<file path="src/rtl/binned_centroid_pkg.sv">
// Shared types and width helpers for the binned mask centroid block.
package binned_centroid_pkg;

    // Top-level sequencing: accumulate, divide x, divide y, report.
    typedef enum logic [1:0] {
        IDLE_ACC,
        DIV_X,
        DIV_Y,
        REPORT
    } stateT;

    // Pixel counter width: must hold a completely set frame.
    function automatic int calcCw(input int hres, input int vres);
        return $clog2(hres * vres + 1);
    endfunction

    // Column sum width: count times the largest column.
    function automatic int calcXw(input int hres, input int vres);
        return calcCw(hres, vres) + $clog2(hres);
    endfunction

    // Row sum width: count times the largest row.
    function automatic int calcYw(input int hres, input int vres);
        return calcCw(hres, vres) + $clog2(vres);
    endfunction

endpackage

</file>
<file path="src/rtl/binned_centroid_seq_divider.sv">
// Restoring divider producing one quotient bit per clock. The run length is
// chosen per operation so a narrower dividend finishes sooner; the first
// quotient bit is resolved on the start edge itself, so done and the final
// quotient appear exactly i_len cycles after start.
module seq_divider #(
    parameter int DW = 25,
    parameter int SW = 16,
    localparam int LW = $clog2(DW + 1)
) (
    input  logic          clk_in,
    input  logic          rst_in,
    input  logic          i_start,
    input  logic [DW-1:0] i_dividend,
    input  logic [SW-1:0] i_divisor,
    input  logic [LW-1:0] i_len,
    output logic [DW-1:0] o_quotient,
    output logic          o_done,
    output logic          o_busy
);

    logic [SW-1:0] r_rem;
    logic [DW-1:0] r_quo;
    logic [SW-1:0] r_div;
    logic [LW-1:0] r_cnt;
    logic          r_done;

    logic [LW-1:0] w_shift;
    logic [LW-1:0] w_cntIn;
    logic [SW-1:0] w_remIn;
    logic [DW-1:0] w_quoIn;
    logic [SW-1:0] w_divIn;
    logic [SW:0]   w_shifted;
    logic [SW:0]   w_diff;
    logic          w_fits;

    // The dividend is left-justified so its top significant bit is consumed first.
    assign w_shift   = LW'(DW) - i_len;
    assign w_cntIn   = i_start ? i_len : r_cnt;
    assign w_remIn   = i_start ? '0 : r_rem;
    assign w_quoIn   = i_start ? (i_dividend << w_shift) : r_quo;
    assign w_divIn   = i_start ? i_divisor : r_div;
    assign w_shifted = {w_remIn, w_quoIn[DW-1]};
    assign w_fits    = (w_shifted >= {1'b0, w_divIn});
    assign w_diff    = w_shifted - {1'b0, w_divIn};

    // One restoring step per clock; start loads operands and performs the first step.
    always_ff @(posedge clk_in) begin
        if (!rst_in) begin
            r_rem  <= '0;
            r_quo  <= '0;
            r_div  <= '0;
            r_cnt  <= '0;
            r_done <= 1'b0;
        end else begin
            r_done <= 1'b0;
            if (i_start || (r_cnt != '0)) begin
                r_rem  <= w_fits ? SW'(w_diff) : SW'(w_shifted);
                r_quo  <= {w_quoIn[DW-2:0], w_fits};
                r_div  <= w_divIn;
                r_cnt  <= w_cntIn - LW'(1);
                r_done <= (w_cntIn == LW'(1));
            end
        end
    end

    assign o_quotient = r_quo;
    assign o_done     = r_done;
    assign o_busy     = (r_cnt != '0);

endmodule

</file>
<file path="src/rtl/binned_centroid.sv">
// Accumulates per-frame mask pixel count and coordinate sums from the binned
// stream, then divides them on one shared divider to report the centroid.
module binned_centroid
    import binned_centroid_pkg::*;
#(
    parameter int HRES      = 320,
    parameter int VRES      = 180,
    parameter int MIN_COUNT = 1,
    localparam int HW = $clog2(HRES),
    localparam int VW = $clog2(VRES),
    localparam int CW = calcCw(HRES, VRES),
    localparam int XW = calcXw(HRES, VRES),
    localparam int YW = calcYw(HRES, VRES)
) (
    input  logic          clk_in,
    input  logic          rst_in,
    input  logic [HW-1:0] hcount_in,
    input  logic [VW-1:0] vcount_in,
    input  logic          pixel_data_in,
    input  logic          data_valid_in,
    output logic [HW-1:0] x_out,
    output logic [VW-1:0] y_out,
    output logic [CW-1:0] count_out,
    output logic          found_out,
    output logic          valid_out,
    output logic          busy_out,
    output logic          overrun_out
);

    localparam logic [HW-1:0] H_LAST  = HW'(HRES - 1);
    localparam logic [VW-1:0] V_LAST  = VW'(VRES - 1);
    localparam logic [CW-1:0] MIN_CNT = CW'(MIN_COUNT);
    localparam int            LW      = $clog2(XW + 1);

    stateT r_state, w_nextState;

    logic [CW-1:0] r_accCount, w_nextCount, r_snapCount;
    logic [XW-1:0] r_accX, w_nextX, r_snapX;
    logic [YW-1:0] r_accY, w_nextY, r_snapY;

    logic w_accept, w_inc, w_frameEnd, w_goDivide;

    logic          r_divStart;
    logic [XW-1:0] w_dividend;
    logic [LW-1:0] w_divLen;
    logic [XW-1:0] w_quotient;
    logic          w_divDone;
    logic          w_divBusy;

    logic [HW-1:0] r_xRes;
    logic [HW-1:0] r_xOut;
    logic [VW-1:0] r_yOut;
    logic [CW-1:0] r_countOut;
    logic          r_foundOut;
    logic          r_overrun;

    // Only valid in-range pixels count; the last raster position closes the frame.
    assign w_accept    = data_valid_in && (hcount_in <= H_LAST) && (vcount_in <= V_LAST);
    assign w_inc       = w_accept && pixel_data_in;
    assign w_frameEnd  = w_accept && (hcount_in == H_LAST) && (vcount_in == V_LAST);
    assign w_nextCount = r_accCount + CW'(w_inc);
    assign w_nextX     = r_accX + (w_inc ? XW'(hcount_in) : '0);
    assign w_nextY     = r_accY + (w_inc ? YW'(vcount_in) : '0);
    assign w_goDivide  = (w_nextCount >= MIN_CNT) && (w_nextCount != '0);

    // State register.
    always_ff @(posedge clk_in) begin
        if (!rst_in) begin
            r_state <= IDLE_ACC;
        end else begin
            r_state <= w_nextState;
        end
    end

    // Next-state decode: divide only when the frame has enough pixels.
    always_comb begin
        w_nextState = r_state;
        case (r_state)
            IDLE_ACC: if (w_frameEnd) w_nextState = w_goDivide ? DIV_X : REPORT;
            DIV_X:    if (w_divDone) w_nextState = DIV_Y;
            DIV_Y:    if (w_divDone) w_nextState = REPORT;
            REPORT:   w_nextState = IDLE_ACC;
            default:  w_nextState = IDLE_ACC;
        endcase
    end

    // Live accumulators restart at every frame end, even if the frame is discarded.
    always_ff @(posedge clk_in) begin
        if (!rst_in || w_frameEnd) begin
            r_accCount <= '0;
            r_accX     <= '0;
            r_accY     <= '0;
        end else begin
            r_accCount <= w_nextCount;
            r_accX     <= w_nextX;
            r_accY     <= w_nextY;
        end
    end

    // Snapshot, divider sequencing and result registers; all outputs change together.
    always_ff @(posedge clk_in) begin
        if (!rst_in) begin
            r_snapCount <= '0;
            r_snapX     <= '0;
            r_snapY     <= '0;
            r_divStart  <= 1'b0;
            r_xRes      <= '0;
            r_xOut      <= '0;
            r_yOut      <= '0;
            r_countOut  <= '0;
            r_foundOut  <= 1'b0;
            r_overrun   <= 1'b0;
        end else begin
            r_overrun  <= w_frameEnd && (r_state != IDLE_ACC);
            r_divStart <= ((w_nextState == DIV_X) && (r_state != DIV_X)) ||
                          ((w_nextState == DIV_Y) && (r_state != DIV_Y));
            if ((r_state == IDLE_ACC) && w_frameEnd) begin
                r_snapCount <= w_nextCount;
                r_snapX     <= w_nextX;
                r_snapY     <= w_nextY;
                if (!w_goDivide) begin
                    r_countOut <= w_nextCount;
                    r_foundOut <= (w_nextCount >= MIN_CNT);
                end
            end
            if ((r_state == DIV_X) && w_divDone) begin
                r_xRes <= HW'(w_quotient);
            end
            if ((r_state == DIV_Y) && w_divDone) begin
                r_xOut     <= r_xRes;
                r_yOut     <= VW'(w_quotient);
                r_countOut <= r_snapCount;
                r_foundOut <= 1'b1;
            end
        end
    end

    assign w_dividend = (r_state == DIV_Y) ? XW'(r_snapY) : r_snapX;
    assign w_divLen   = (r_state == DIV_Y) ? LW'(YW) : LW'(XW);

    seq_divider #(
        .DW (XW),
        .SW (CW)
    ) u_divider (
        .clk_in     (clk_in),
        .rst_in     (rst_in),
        .i_start    (r_divStart),
        .i_dividend (w_dividend),
        .i_divisor  (r_snapCount),
        .i_len      (w_divLen),
        .o_quotient (w_quotient),
        .o_done     (w_divDone),
        .o_busy     (w_divBusy)
    );

    assign x_out       = r_xOut;
    assign y_out       = r_yOut;
    assign count_out   = r_countOut;
    assign found_out   = r_foundOut;
    assign valid_out   = (r_state == REPORT);
    assign busy_out    = (r_state == DIV_X) || (r_state == DIV_Y) || w_divBusy;
    assign overrun_out = r_overrun;

endmodule

</file>
<file path="config.mk">
export PLATFORM = sky130hd
export DESIGN_NAME = binned_centroid
export DESIGN_NICKNAME = d
export VERILOG_FILES = /design/src/rtl/binned_centroid_pkg.sv /design/src/rtl/binned_centroid_seq_divider.sv /design/src/rtl/binned_centroid.sv
export SDC_FILE = /design/constraint.sdc
export NUM_CORES = 1
export LEC_CHECK = 0
export BUFFER_PORTS_ARGS = -buffer_cell sky130_fd_sc_hd__buf_4
export CAP_MARGIN = 25
export CORE_MARGIN = 2
export CORE_UTILIZATION = 60
export CTS_BUF_LIST = sky130_fd_sc_hd__clkbuf_8 sky130_fd_sc_hd__clkbuf_16
export DETAILED_ROUTE_END_ITERATION = 7
export PLACE_DENSITY = 0.79
export SYNTH_ARGS = -nofsm -noshare
export SYNTH_HDL_FRONTEND = slang
export SYNTH_SLANG_ARGS = --single-unit
</file>
<file path="constraint.sdc">
create_clock -name clk_in -period 11.1 [get_ports clk_in]
set_input_delay 2.22 -clock clk_in [delete_from_list [all_inputs] [get_ports clk_in]]
set_output_delay 2.22 -clock clk_in [all_outputs]
set_load 0.005 [all_outputs]
</file>
==> impl_metrics.csv, run 1 <==
group,metric,value,unit
place,gp_congestion,0.8868,
power_and_ir_drop,pwr-share-clk,38.6,%
route,viasPerCell,5.932,
yosys,synth_compound_area_share,16.70,%
cts,numCtsBuffers,25,
yosys,syn_nets,1348,
timing,grt_setup_unrepaired,"false",
global_routing,gr-total-overflow,0,
timing,totalNegativeSetupSlack,0,ns
cts,post_cts_buffers,0,
cts,cts_hold_buf,0,
yosys,synth_mux_area_share,2.732,%
layout,final_cells,1549,
global_routing,track_usage,26.73,%
yosys,ys_seq_elements,240,
route,antenna_left,0,
yosys,synth_edf_count,0,
power_and_ir_drop,p_leak,4.816,nW
route,num_vias,9188,
outcome,status,"complete, no violations",
cts,path_clk_slew,0.06,ns
floorplanning,num_io_pins,58,
timing,final.period_utilization,52.36,%
setup_path,crit_path_end_kind,"register",
timing,max_slew.worst_pin.slew,1.050,ns
min_path,hold_class,"reg2reg",
global_routing,antenna_found_initial,0,
job,drv_cap,0,
layout,drive_above_1_share,10.38,%
cts,clock_latency,0.52,ns
route,wl_per_cell,16.97,um
power_and_ir_drop,comb_power_share,22.2,%
power_and_ir_drop,power_density,186.9,nW/um^2
place,hpwl,17.75,mm
power_and_ir_drop,p_switching,682.7,uW
yosys,synth_area,11130,um^2
floorplanning,core_area,18090,um^2
power_and_ir_drop,peakVddDrop,151.1,uV
cts,cts_root_buffer,"clkbuf_16",
setup_path,worst-setup-path-type,"in2reg",
layout,seq_area,4805,um^2
floorplanning,dieWidth,140.2,um
setup_path,critPathLaunchType,"input port",
timing,hold_viol_final,0,
setup_path,path_max_fanout,18,
layout,n_antenna_cell,0,
yosys,synth_area_per_cell,8.674,um^2
setup_path,cp.required,11.46,ns
yosys,synthSimpleGateAreaFrac,22.52,%
floorplanning,rows,49,
global_routing,grt_max_degree,90,
power_and_ir_drop,p_int,1.653,mW
yosys,seq_area_frac_synth,43.18,%
yosys,synth_ff_type,"dfxtp_1",
floorplanning,die-area,19650,um^2
global_routing,grt_pass1_vias,8446,
yosys,synth.distinct_cells,73,
yosys,ys_warn_count,0,
yosys,netlist_instances,1283,
timing,timing.fmax,172.1,MHz
global_routing,grt_pass1_wl,43.44,mm
cts,cts_buffer_depth,3,
cts,cts_resized,0,
route,drc,0,
timing,slew_headroom,29.09,%
yosys,synthAdderAreaFrac,5.150,%
timing,min_period,5.812,ns
timing,final.setup_skew,0.01249,ns
yosys,synth_xor_area_share,6.038,%
layout,n_fill_cell,1480,
place,port_buffers,57,
cts,clock_sinks,240,
power_and_ir_drop,power.share.switching,29.22,%
cts,h-tree-depth,1,
yosys,synth_top_family_by_area,"simple AND/OR/NAND/NOR gates",
route,drt_pass1_iterations,6,
floorplanning,die_h,140.2,um
yosys,async_flop_share,0,%
layout,syn_to_final_growth,12.31,%
floorplanning,initial_utilization,61.53,%
layout,layout.nets,1367,
route,drt_iter0_markers,647,
cts,cts_tree,"yes",
timing,final_max_slew_viol_count,0,
route,wirelength,26.28,mm
layout,multi_input_area,5918,um^2
timing,setup_viol,0,
setup_path,cp.arrival,6.18,ns
place,dp.cells,1504,
power_and_ir_drop,sequentialPowerShare,39.2,%
==> per-stage QoR <==
step                      utilization [%]  total power, mW  worst slack [ns]  hold slack (ns)  area (um^2)
after detailed placement            64.20            1.448             4.842           0.4468        11610
after CTS                           69.10            2.343             5.344           0.4562        12500
after global placement              64.10            1.430             4.982           0.4419        11590
after global routing                69.10            2.441             4.982           0.4702        12500
after floorplan                         -            1.335             5.860           0.4321        11130
final                               69.10            2.336             5.288           0.4536        12500
==> worst max-delay path, cell delays in order <==
cell and delay [ns]:
buf_4 0.11, nor2_1 0.27, nor2_1 0.14, nor2_1 0.77
nand2_1 0.24, inv_1 0.14, ha_1 0.24, a21oi_1 0.21
o211ai_1 0.19, o41ai_1 0.88, a21oi_1 0.23, and4_1 0.27
xnor2_1 0.17, a211oi_1 0.09
==> synth_stat cells, types with 4 or more instances <==
| library cell | count | share of area (%) |
|---|---|---|
| and2_1 | 24 | 1.3 |
| nand2_1 | 159 | 5.4 |
| ha_1 | 41 | 4.6 |
| nor3b_1 | 4 | 0.27 |
| o21ai_0 | 33 | 1.5 |
| clkbuf_1 | 62 | 2.1 |
| and4_1 | 5 | 0.39 |
| o21ai_1 | 7 | 0.31 |
| nor2_1 | 164 | 5.5 |
| a21o_1 | 6 | 0.40 |
| and3_1 | 15 | 0.84 |
| inv_1 | 21 | 0.71 |
| nor4_1 | 4 | 0.22 |
| xor2_1 | 30 | 2.4 |
| a22o_1 | 16 | 1.3 |
| dfxtp_1 | 240 | 43 |
| nor3_1 | 17 | 0.76 |
| nand2b_1 | 6 | 0.34 |
| buf_1 | 6 | 0.20 |
| a31oi_1 | 11 | 0.62 |
| a211oi_1 | 67 | 4.5 |
| nand3b_1 | 4 | 0.27 |
| a21oi_1 | 80 | 3.6 |
| nor2b_1 | 44 | 2.5 |
| nand3_1 | 35 | 1.6 |
| nand4_1 | 14 | 0.79 |
| mux2i_1 | 27 | 2.4 |
| xnor2_1 | 43 | 3.4 |
| a311oi_1 | 23 | 1.8 |
==> cells by family (layout without fill, tap and decap cells) <==
kind of cell               after synthesis  count (layout)
buffers and inverters                   99             136
and+or+nand+nor                        519             519
AOI/OAI and AO/OA                      276             276
xor gates and xnor gates                75              75
adders and majority gates               44              44
muxes                                   30              30
DFF                                    240             240
==> cell usage in the layout (no fill, tap or decap), types with 11 or more instances in the layout <==
master,count
ha_1,40
and2_1,24
a31oi_1,11
mux2i_1,27
nand3_1,35
clkbuf_16,25
and3_1,15
nor2b_1,44
nand2_1,158
nor2_1,164
dfxtp_1,240
inv_1,24
xor2_1,30
nand4_1,14
nor3_1,17
a311oi_1,23
o21ai_0,33
xnor2_1,43
a21oi_1,80
a211oi_1,67
buf_4,67
a22o_1,16
==> power groups by stage <==
stage / combinational (mW) / sequential, mW / clock (mW)
6_report: 0.519 / 0.916 / 0.901
5_1_grt: 0.576 / 0.920 / 0.946
4_1_cts: 0.515 / 0.916 / 0.912
3_5_place_dp: 0.513 / 0.934 / 0
3_3_place_gp: 0.496 / 0.934 / 0
2_1_floorplan: 0.409 / 0.926 / 0
==> state kept, by name, summed over array words and instances, names as in the netlist, 8 cells and up <==
register              count
r_xRes                    9
r_snapX                  25
u_divider.o_quotient     25
u_divider.r_div          16
y_out                     8
r_snapCount              16
r_accCount               16
r_snapY                  24
r_accY                   24
x_out                     9
r_accX                   25
u_divider.r_rem          16
count_out                16
==> final timing paths <==
kind / from / end / slack (ns) / cells past startpoint
worst max-delay path: vcount_in[2] / r_snapX[17] / 5.29 / 14
worst min-delay path: x_out[2] / x_out[2] / 0.45 / 2
worst max register to register: r_divStart / u_divider.r_rem[0] / 7.16 / 14
worst min register to register: x_out[2] / x_out[2] / 0.45 / 2
==> layout make-up <==
type / count / share of cell area [%]
Timing Repair Buffer: 68 / 4.115
Tap cell: 229 / 2.293
Sequential cell: 240 / 38.44
Inverter: 23 / 0.7008
Multi-Input combinational cell: 944 / 47.35
Clock inverter: 20 / 2.092
Clock buffer: 25 / 5.006
==> metal layers <==
| metal | vias to the layer above | wire [um] | GRT usage, % |
|---|---|---|---|
| met5 | - | 0 | 0 |
| met4 | 0 | 699 | 8.028 |
| met3 | 50 | 1422 | 3.863 |
| met2 | 227 | 11620 | 41.33 |
| met1 | 4380 | 12540 | 38.95 |
| li1 | 4531 | - | - |
No activity file was read; power rests on OpenSTA's default activity.
==> run 2, diff against run 1 <==
--- a/config.mk
+++ b/config.mk
@@ -8,10 +8,10 @@
 export BUFFER_PORTS_ARGS = -buffer_cell sky130_fd_sc_hd__buf_4
 export CAP_MARGIN = 25
 export CORE_MARGIN = 2
-export CORE_UTILIZATION = 60
+export CORE_UTILIZATION = 55
 export CTS_BUF_LIST = sky130_fd_sc_hd__clkbuf_8 sky130_fd_sc_hd__clkbuf_16
 export DETAILED_ROUTE_END_ITERATION = 7
-export PLACE_DENSITY = 0.79
+export PLACE_DENSITY = 0.77
 export SYNTH_ARGS = -nofsm -noshare
 export SYNTH_HDL_FRONTEND = slang
 export SYNTH_SLANG_ARGS = --single-unit
==> constraint.sdc (replaced) <==
create_clock -name clk_in -period 4.85 [get_ports clk_in]
set_input_delay 0.97 -clock clk_in [delete_from_list [all_inputs] [get_ports clk_in]]
set_output_delay 0.97 -clock clk_in [all_outputs]
set_load 0.005 [all_outputs]
==> impl_metrics.csv, run 2 (same netlist as run 1, synthesis figures left out) <==
group,metric,value,unit
layout,n_antenna_cell,0,
setup_path,worst-setup-path-type,"reg2reg",
layout,design_area,12640,um^2
timing,final.period_utilization,74.63,%
floorplanning,die_h,146.2,um
global_routing,gr-total-overflow,0,
floorplanning,core_area,20040,um^2
job,drv_cap,0,
route,viasPerCell,5.633,
layout,n_fill_cell,1715,
floorplanning,die-area,21390,um^2
cts,clock_latency,0.53,ns
cts,h-tree-depth,1,
cts,cts_root_buffer,"clkbuf_16",
power_and_ir_drop,peakVddDrop,327.8,uV
min_path,min_path_cells,2,
place,dp_slack,0.7572,ns
global_routing,grt_pass1_wl,43.43,mm
timing,max_slew.worst_pin.slew,0.9469,ns
global_routing,grt_pass1_vias,8814,
route,num_vias,9024,
timing,hold-worst-slack,0.4545,ns
cts,cts_hold_buf,0,
timing,min_period,3.620,ns
route,drc,0,
setup_path,r2r-end,"u_divider.r_rem[12]",
route,antenna_left,0,
timing,timing.fmax,276.3,MHz
global_routing,antenna_found_initial,0,
route,wirelength,26.01,mm
floorplanning,rows,52,
setup_path,ff2ff_path_depth,14,
min_path,hold_class,"reg2reg",
min_path,hold_path_end,"x_out[4]",
cts,path_clk_slew,0.06,ns
timing,setup_slack,1.230,ns
place,dp.cells,1553,
global_routing,track_usage,24.21,%
route,drt_iter0_markers,471,
timing,slew_headroom,36.87,%
place,place_area,11720,um^2
setup_path,r2r_slack,1.23,ns
setup_path,rr_startpoint,"r_state[0]",
route,drt_pass1_iterations,5,
layout,final_common_cell,"dfxtp_1",
setup_path,cp.arrival,4.03,ns
place,gp_congestion,0.8764,
timing,grt_setup_unrepaired,"false",
cts,cts_buffer_depth,3,
power_and_ir_drop,p_leak,4.866,nW
layout,fin_util,63.10,%
place,port_buffers,57,
route,wl_per_cell,16.24,um
layout,drive_above_1_share,11.04,%
setup_path,path_max_fanout,12,
power_and_ir_drop,power_density,422.1,nW/um^2
timing,final.setup_skew,0.01159,ns
timing,final_max_slew_viol_count,0,
cts,numCtsBuffers,26,
layout,mostFrequentLayoutCells,"dfxtp_1, nor2_1, nand2_1, a21oi_1, buf_4",
timing,setup_viol,0,
layout,syn_to_final_growth,13.63,%
layout,final_cells,1602,
timing,totalNegativeSetupSlack,0,ns
cts,cts_resized,0,
floorplanning,num_io_pins,58,
outcome,status,"complete, no violations",
cts,clock_sinks,240,
setup_path,cp.required,5.26,ns
min_path,hold_start,"r_xRes[4]",
global_routing,grt_max_degree,87,
layout,layout.nets,1378,
power_and_ir_drop,power.total,5.338,mW
cts,post_cts_buffers,0,
cts,cts_tree,"yes",
timing,hold_viol_final,0,
setup_path,crit_path_end_kind,"register",
floorplanning,dieWidth,146.2,um
setup_path,critPathLaunchType,"register",
place,hpwl,17.81,mm
floorplanning,initial_utilization,55.53,%
-- run 2: changes by cell type in the layout (fill, tap and decap cells not counted), sizes merged --
cell      before  now
clkinv        10    5
clkbuf        25   33
bufinv         6    2
clkinvlp       0    3
buf           68   78
-- run 2: worst max path at each step --
| stage | start | endpoint | slack, ns | depth (start not counted) |
|---|---|---|---|---|
| finish | r_state[0] | u_divider.r_rem[12] | 1.23 | 14 |
| global route | hcount_in[7] | count_out[11] | 0.94 | 14 |
| CTS | r_state[0] | u_divider.r_rem[12] | 1.26 | 14 |
| detailed placement | hcount_in[7] | count_out[12] | 0.76 | 14 |
| global placement | hcount_in[7] | count_out[11] | 0.86 | 14 |
| floorplan | vcount_in[2] | count_out[10] | 0.86 | 15 |
-- run 2: layer usage --
metal  global-route usage (%)  vias to the layer above  share of wire [%]  wire length, um
met1                    32.72                     4240                 47            12260
met5                        0                        -                  0                0
met3                    3.469                       46                4.3             1129
li1                         -                     4561                  -                -
met4                    7.087                        0                2.4              612
met2                    40.54                      177                 46            12010
-- run 2: area by class of cell --
class                           count  area, um^2  share of cell area (%)
Multi-Input combinational cell    944        5918                   46.80
Sequential cell                   240        4805                   38.00
Clock buffer                       33       758.2                   5.996
Timing Repair Buffer               78       609.3                   4.819
Tap cell                          270       337.8                   2.672
Clock inverter                     14       128.9                   1.019
Inverter                           23       87.58                  0.6927
-- run 2: where the power goes --
| part | internal (mW) | switching (mW) |
|---|---|---|
| Combinational | 0.506 | 0.739 |
| Sequential | 2.05 | 0.0512 |
| Clock | 1.21 | 0.789 |
| Total | 3.76 | 1.58 |
-- run 2: critical path, stage by stage, from the launching register on --
cell and delay (ns):
dfxtp_1 0.41, inv_1 0.10, ha_2 0.22, mux2i_1 0.17, nor2_1 0.07, a21oi_1 0.36
ha_1 0.28, nor2b_1 0.07, o2111ai_1 0.31, a31oi_1 0.19, o31ai_1 0.28, a31oi_2 0.30
buf_6 0.25, and3_1 0.22, a221o_1 0.30
==> run 3, diff against run 2 <==
--- a/config.mk
+++ b/config.mk
@@ -5,13 +5,14 @@
 export SDC_FILE = /design/constraint.sdc
 export NUM_CORES = 1
 export LEC_CHECK = 0
+export ABC_AREA = 1
 export BUFFER_PORTS_ARGS = -buffer_cell sky130_fd_sc_hd__buf_4
 export CAP_MARGIN = 25
 export CORE_MARGIN = 2
-export CORE_UTILIZATION = 55
+export CORE_UTILIZATION = 60
 export CTS_BUF_LIST = sky130_fd_sc_hd__clkbuf_8 sky130_fd_sc_hd__clkbuf_16
 export DETAILED_ROUTE_END_ITERATION = 7
-export PLACE_DENSITY = 0.77
+export PLACE_DENSITY = 0.79
 export SYNTH_ARGS = -nofsm -noshare
 export SYNTH_HDL_FRONTEND = slang
 export SYNTH_SLANG_ARGS = --single-unit
==> constraint.sdc (replaced) <==
create_clock -name clk_in -period 3.6 [get_ports clk_in]
set_input_delay 0.72 -clock clk_in [delete_from_list [all_inputs] [get_ports clk_in]]
set_output_delay 0.72 -clock clk_in [all_outputs]
set_load 0.005 [all_outputs]
==> impl_metrics.csv, run 3 <==
group,metric,value,unit
route,antenna_left,0,
global_routing,antenna_found_initial,0,
floorplanning,core_area,19400,um^2
layout,fin_util,69.05,%
min_path,hold_path_end,"u_divider.r_rem[3]",
layout,syn_to_final_growth,12.95,%
power_and_ir_drop,pwr-share-clk,29.0,%
yosys,synthTopCellsByCount,"nor2_1, nand2_1, dfxtp_1",
route,drc,0,
setup_path,cp.required,4.01,ns
timing,setup_viol,0,
yosys,seq_area_frac_synth,40.51,%
min_path,hold_start,"u_divider.r_rem[3]",
floorplanning,rows,51,
global_routing,grt_max_degree,88,
power_and_ir_drop,p_switching,3.058,mW
floorplanning,dieWidth,144.6,um
global_routing,grt_pass1_vias,9928,
cts,clock_sinks,240,
yosys,netlist_instances,1664,
power_and_ir_drop,p_leak,5.674,nW
setup_path,crit_path_end_kind,"register",
route,drt_iter0_markers,635,
route,wirelength,30.53,mm
timing,grt_setup_unrepaired,"false",
setup_path,r2r_slack,0.62,ns
layout,layout.nets,1779,
setup_path,critPathLaunchType,"input port",
setup_path,rr_startpoint,"r_divStart",
layout,mostFrequentLayoutCells,"nor2_1, nand2_1, dfxtp_1, inv_1, a21oi_1",
floorplanning,die_h,144.6,um
global_routing,grt_pass1_wl,49.15,mm
global_routing,gr-total-overflow,0,
cts,clock_latency,0.54,ns
cts,cts_hold_buf,0,
timing,hold-worst-slack,0.4655,ns
yosys,synth_top_area_share,40.51,%
place,port_buffers,57,
setup_path,ff2ff_path_depth,15,
timing,hold_viol_final,0,
power_and_ir_drop,p_int,5.384,mW
setup_path,r2r-end,"u_divider.r_rem[15]",
power_and_ir_drop,comb_power_share,34.5,%
yosys,syn_nets,1729,
setup_path,path_max_fanout,8,
timing,final_max_slew_viol_count,0,
outcome,status,"complete, no violations",
floorplanning,num_io_pins,58,
cts,cts_resized,0,
setup_path,worst-setup-path-type,"in2reg",
route,drt_pass1_iterations,5,
yosys,synth_area,11860,um^2
layout,drive_above_1_share,10.18,%
cts,cts_root_buffer,"clkbuf_16",
timing,slew_headroom,36.50,%
timing,final.setup_skew,0.01965,ns
yosys,ys_seq_elements,240,
power_and_ir_drop,power.share.switching,36.22,%
power_and_ir_drop,peakVddDrop,397.5,uV
yosys,synth_area_leaders,"dfxtp_1, nor2_1, nand2_1, a21oi_1, o21ai_0",
min_path,min_path_cells,2,
timing,timing.fmax,302.0,MHz
place,hpwl,21.85,mm
yosys,synth_ff_type,"dfxtp_1",
cts,h-tree-depth,1,
route,wl_per_cell,15.31,um
yosys,synth_area_per_cell,7.127,um^2
route,viasPerCell,5.495,
power_and_ir_drop,power_density,630.3,nW/um^2
yosys,synth.distinct_cells,51,
cts,cts_buffer_depth,3,
cts,cts_tree,"yes",
timing,final.period_utilization,91.98,%
timing,max_slew.worst_pin.slew,0.9525,ns
yosys,synth_edf_count,0,
layout,design_area,13390,um^2
place,place_area,12620,um^2
yosys,yosysTopAreaCell,"dfxtp_1",
layout,final_cells,1994,
place,dp_slack,-0.1485,ns
yosys,async_flop_share,0,%
place,gp_congestion,0.9567,
min_path,hold_class,"reg2reg",
yosys,yosysMostFrequentCell,"nor2_1",
floorplanning,die-area,20900,um^2
layout,n_antenna_cell,0,
yosys,ys_warn_count,0,
cts,numCtsBuffers,25,
timing,min_period,3.311,ns
timing,totalNegativeSetupSlack,0,ns
route,num_vias,10957,
power_and_ir_drop,sequentialPowerShare,36.5,%
cts,post_cts_buffers,0,
place,dp.cells,1952,
timing,setup_slack,0.2886,ns
setup_path,cp.arrival,3.72,ns
floorplanning,initial_utilization,61.13,%
power_and_ir_drop,power.total,8.442,mW
global_routing,track_usage,29.37,%
job,drv_cap,0,
layout,final_common_cell,"nor2_1",
cts,path_clk_slew,0.06,ns
-- run 3: cell types whose count changed after synthesis, moves of 21 or more --
cell | previous run | this run
nand3_1 | 35 | 78
a211oi_1 | 67 | 2
o21ai_0 | 33 | 136
nor2b_1 | 44 | 0
nand2_1 | 159 | 282
and2_1 | 24 | 3
nor2_1 | 164 | 286
xnor2_1 | 43 | 21
a21oi_1 | 80 | 140
inv_1 | 21 | 178
-- run 3: per-layer routing --
metal | wire length, um | GRT usage [%] | vias up
met5 | 0 | 0 | -
met4 | 917 | 10.02 | 0
met3 | 1719 | 4.172 | 67
met2 | 14120 | 49.91 | 308
met1 | 13770 | 38.36 | 5060
li1 | - | - | 5522
-- run 3: power by group through the flow --
stage	logic, mW	clock network (mW)	registers [mW]
2_1_floorplan	2.28	0	3.09
3_3_place_gp	2.80	0	3.13
3_5_place_dp	2.88	0	3.14
4_1_cts	2.89	2.48	3.08
5_1_grt	3.29	2.58	3.11
6_report	2.91	2.45	3.08
-- run 3: kinds of logic (layout without fill, tap and decap cells) --
kind of cell	count (synthesis)	in the layout	synth area share, %
AOI/OAI and AO/OA	348	348	16.62
xor gates and xnor gates	41	41	3.028
adders and majority gates	44	44	4.832
buffers and inverters	254	319	8.493
DFF	240	240	40.51
muxes	11	11	0.9285
and+or+nand+nor	726	726	25.59
-- run 3: cell type report --
cell class                 count  area [um^2]
clock inverter                11        67.56
multi-input combinational   1170         6047
inverter                     185        694.4
clock buffer                  31        708.2
fill                        1676         6005
sequential                   240         4805
tap                          265        331.6
timing repair buffer          92        740.7
-- run 3: worst max-delay path: stages --
cell and delay (ns):
buf_4 0.11, inv_1 0.06, nand4_1 0.10, o21ai_0 0.42
nor3_1 0.13, nand2_1 0.16, buf_4 0.19, inv_1 0.08
nand2_1 0.14, inv_1 0.06, ha_1 0.18, a21oi_1 0.19
nand2_1 0.11, a21oi_1 0.27, o21ai_0 0.21, buf_4 0.18
xnor2_1 0.29, a21oi_1 0.12
-- run 3: worst max-delay path by stage --
stage                   endpoint         start  depth (start not counted)  slack [ns]
global route         r_snapY[22]  vcount_in[2]                         20        0.04
detailed placement    r_snapY[7]  vcount_in[6]                         18       -0.15
global placement      r_snapY[7]  vcount_in[6]                         18       -0.14
floorplan            r_snapX[24]  vcount_in[6]                         20        0.32
finish                r_snapY[7]  vcount_in[6]                         18        0.29
CTS                 count_out[1]  vcount_in[6]                         20        0.39
